===== config.mk =====
export PLATFORM = sky130hd
export DESIGN_NAME = sweep_settle_timer
export DESIGN_NICKNAME = d
export VERILOG_FILES = /design/src/rtl/comb_sweep_pkg.sv /design/src/rtl/comb_sweep_checker_timer.sv
export SDC_FILE = /design/constraint.sdc
export NUM_CORES = 1
export LEC_CHECK = 0
export BUFFER_PORTS_ARGS = -buffer_cell sky130_fd_sc_hd__buf_4
export CORE_AREA = 2 2 39 41
export CTS_BUF_LIST = sky130_fd_sc_hd__clkbuf_2
export CTS_CLUSTER_DIAMETER = 200
export DETAILED_ROUTE_END_ITERATION = 6
export DIE_AREA = 0 0 41 43
export GPL_ROUTABILITY_DRIVEN = 0
export PLACE_DENSITY = 0.33
export SLEW_MARGIN = 20
export SYNTH_ARGS = -nofsm -noshare
export SYNTH_HDL_FRONTEND = slang
export SYNTH_SLANG_ARGS = --single-unit

===== constraint.sdc =====
create_clock -name clk -period 2.4 [get_ports clk]
set_input_delay 0.48 -clock clk [delete_from_list [all_inputs] [get_ports clk]]
set_output_delay 0.48 -clock clk [all_outputs]
set_load 0.03 [all_outputs]

===== src/rtl/comb_sweep_pkg.sv =====
// comb_sweep_pkg: shared types and widths for the exhaustive 5-input sweep checker
package comb_sweep_pkg;
    localparam int VEC_W = 5;
    localparam int N_VEC = 32;
    localparam int CNT_W = 6;
    localparam int SET_W = 4;
    typedef enum logic [1:0] {IDLE, HOLD, SAMPLE} sweep_state_t;
endpackage


===== src/rtl/comb_sweep_checker_timer.sv =====
// sweep_settle_timer: loadable down-counter with a zero flag for per-vector settling
module sweep_settle_timer
    import comb_sweep_pkg::*;
(
    input  logic             clk,
    input  logic             rst_n,
    input  logic             load,
    input  logic             dec,
    input  logic [SET_W-1:0] load_val,
    output logic             zero
);
    logic [SET_W-1:0] cnt_q, cnt_d;
    always_comb cnt_d = load ? load_val : dec ? cnt_q - SET_W'(1) : cnt_q;
    always_ff @(posedge clk or negedge rst_n)
        if (!rst_n) cnt_q <= '0;
        else        cnt_q <= cnt_d;
    assign zero = cnt_q == '0;
endmodule


==> flow_summary.toml <==
[clock_network]
ctsResizeCount = 0
insertion_delay_ps = 200
cts-root-buf = "clkbuf_2"
cts_buffers = 3
clk_path_buf_depth = 2
cts.clk_slew.worst_paths_ps = 50
cts_hold_repair.buffers = 0
h-tree-depth = 1
cts_setup_buffers = 0
cts_tree = "yes"
clock-sinks = 4

[timing]
fin_skew_ps = 8.705
tightest_slew_ps = 203.2
rsz0062_at_grt = "false"
drv_slew = 0
tns_ps = 0
max_slew_margin_pct = 86.40
hold_viol = 0
setup_viol = 0
fmax_mhz = 582.3
layout_min_cycle_time_ps = 1717
fin_crit_sh_pct = 71.55

[place]
dp_hpwl_um = 357.3
numPortBuffers = 8
dp.cells = 45

[power_and_ir_drop]
irDropWorstVdd_mv = 0.2133
p_per_area_mw_per_mm2 = 603.7
p_leak_nw = 0.1554

[drt]
viasPerCell = 3.604
drc = 0
wl_per_cell_um = 8.500
route.antenna.remaining_nets = 0
dr.pass1.iters = 1
routed_wl_um = 408
dr.first_iter.drc_count = 0
vias = 173

[grt]
grt_pass1_vias = 159
grt_remaining_overflow = 0
track_usage_pct = 6.761
grt_max_degree = 8
antenna_found_initial = 0
grt_pass1_wl_um = 696

[synth]
yosys.area.top_type = "dfrtp_1"
syn_area_um2 = 230.2
netlist.area_leader.share_pct = 43.48
synth.distinct_cells = 10
syn_area_per_cell_um2 = 10.96
syn-num-nets = 30
seq_area_frac_synth_pct = 43.48
synthTopCellsByArea = "dfrtp_1, nor4b_4, mux2_2"
synth_cells = 21
yosys_warnings = 0
ys_seq_elements = 4

[critical_path]
crit_slowest_cell = "dfrtp_1"
crit_buf_inv = 2
cp_top_family = "flip-flops"
slowest_delay_ps = 420
required_ps = 1920
cp_max_fo = 3
critPathLaunchType = "flip-flop"
worstSetupEndpointType = "output port"
worstSetupPathType = "flip-flop to output port"
path_cells = "inv_1, ha_1, nor3b_1, buf_4"
critical_path_arrival_ps = 1240
reg2reg_slack_ps = 1170

[finish]
top_register = "cnt_q"
finalNonFillerCells = 48
top_regs = "cnt_q: 4 flops"
syn_to_final_growth_pct = 41.30
antenna_cells = 0
drive_gt1_share_pct = 43.75
final_cell_mix = "buf_4, nand2_1, dfrtp_1, o21ai_0, clkbuf_2"
largest_reg_flops = 4
nets = 43
layout_commonest_cell = "buf_4"

[status]
outcome = "finished, final reports clean"

[floorplanning]
die_h_um = 43
initial_core_util_pct = 16.64
dieWidth_um = 41
coreArea_mm2 = 0.001384
num_rows = 14
dieArea_mm2 = 0.001763
io_pins = 9

[flow_run]
cap_violations = 0

[worst_hold_path]
hold_path.class = "input port to asynchronous set/reset pin"
[layer usage]
| metal | global-route usage (%) | wire [um] | vias to the layer above |
|---|---|---|---|
| li1 | - | - | 92 |
| met1 | 8.170 | 177 | 77 |
| met2 | 6.563 | 206 | 4 |
| met3 | 4.712 | 24 | 0 |
| met4 | 8.000 | 0 | 0 |
| met5 | 0 | 0 | - |
[kinds of logic (layout without fill, tap and decap cells)]
logic type | count (synthesis) | count (layout) | share of synthesized area, %
AO/OA/AOI/OAI | 3 | 3 | 6.520
XOR/XNOR | 3 | 3 | 11.42
adder cells (fa/ha/maj) | 1 | 1 | 5.434
buffers and inverters | 2 | 13 | 3.262
flip-flops | 4 | 4 | 43.48
multiplexers | 2 | 2 | 9.782
AND/OR/NAND/NOR | 6 | 6 | 20.11
[cell usage after synthesis]
library cell / instances
dfrtp_1: 4
ha_1: 1
inv_1: 2
mux2_2: 2
nand2_1: 4
nor3b_1: 1
nor4b_4: 1
o21ai_0: 3
xnor2_1: 1
xor2_1: 2
[per-stage QoR]
step | total power [W] | util (%) | instance area, um^2 | setup WS (ps) | hold WS, ps
CTS | 0.0002009 | 23.51 | 325.3 | 647.5 | 50.11
floorplan | 0.0001186 | - | 230.2 | 562.5 | 184.4
global route | 0.0002125 | 23.51 | 325.3 | 508.8 | 37.19
global placement | 0.0001405 | 22.42 | 310.3 | 911.2 | 277.9
detailed placement | 0.0001399 | 22.42 | 310.3 | 885.8 | 277.9
finish | 0.0001964 | 23.51 | 325.3 | 682.7 | 60.46
[final cells by class]
type | instances | area [um^2]
inverter | 2 | 7.507
timing repair buffer | 8 | 60.06
tap | 16 | 20.02
clock buffer | 3 | 15.01
sequential | 4 | 100.1
fill | 153 | 1059
multi-input combinational | 15 | 122.6
[where the power goes]
group | internal (W) | total, W | switching [W]
sequential | 0.0000777 | 0.0000885 | 0.0000108
combinational | 0.0000283 | 0.0000493 | 0.0000210
clock | 0.0000336 | 0.0000586 | 0.0000250
total | 0.000140 | 0.000196 | 0.0000568
[worst register-to-register path: cells and delay by family (launching register included)]
family / cells / cell delay (ps)
flip-flops: 1 / 410
adder cells (fa/ha/maj): 1 / 280
multiplexers: 1 / 270
AO/OA/AOI/OAI: 1 / 130
buffers and inverters: 1 / 70
[path summary, 6_finish.rpt]
check / startpoint / endpoint / cells after the start
worst max-delay path: cnt_q[0]$_DFFE_PN0P_ / zero / 4
max in group asynchronous: rst_n / cnt_q[2]$_DFFE_PN0P_ / 1
min in group clk: load_val[1] / cnt_q[1]$_DFFE_PN0P_ / 3
worst min-delay path: rst_n / cnt_q[1]$_DFFE_PN0P_ / 1
worst min register to register: cnt_q[0]$_DFFE_PN0P_ / cnt_q[0]$_DFFE_PN0P_ / 2
worst max register to register: cnt_q[0]$_DFFE_PN0P_ / cnt_q[1]$_DFFE_PN0P_ / 4
(Power assumes the default switching activity.)
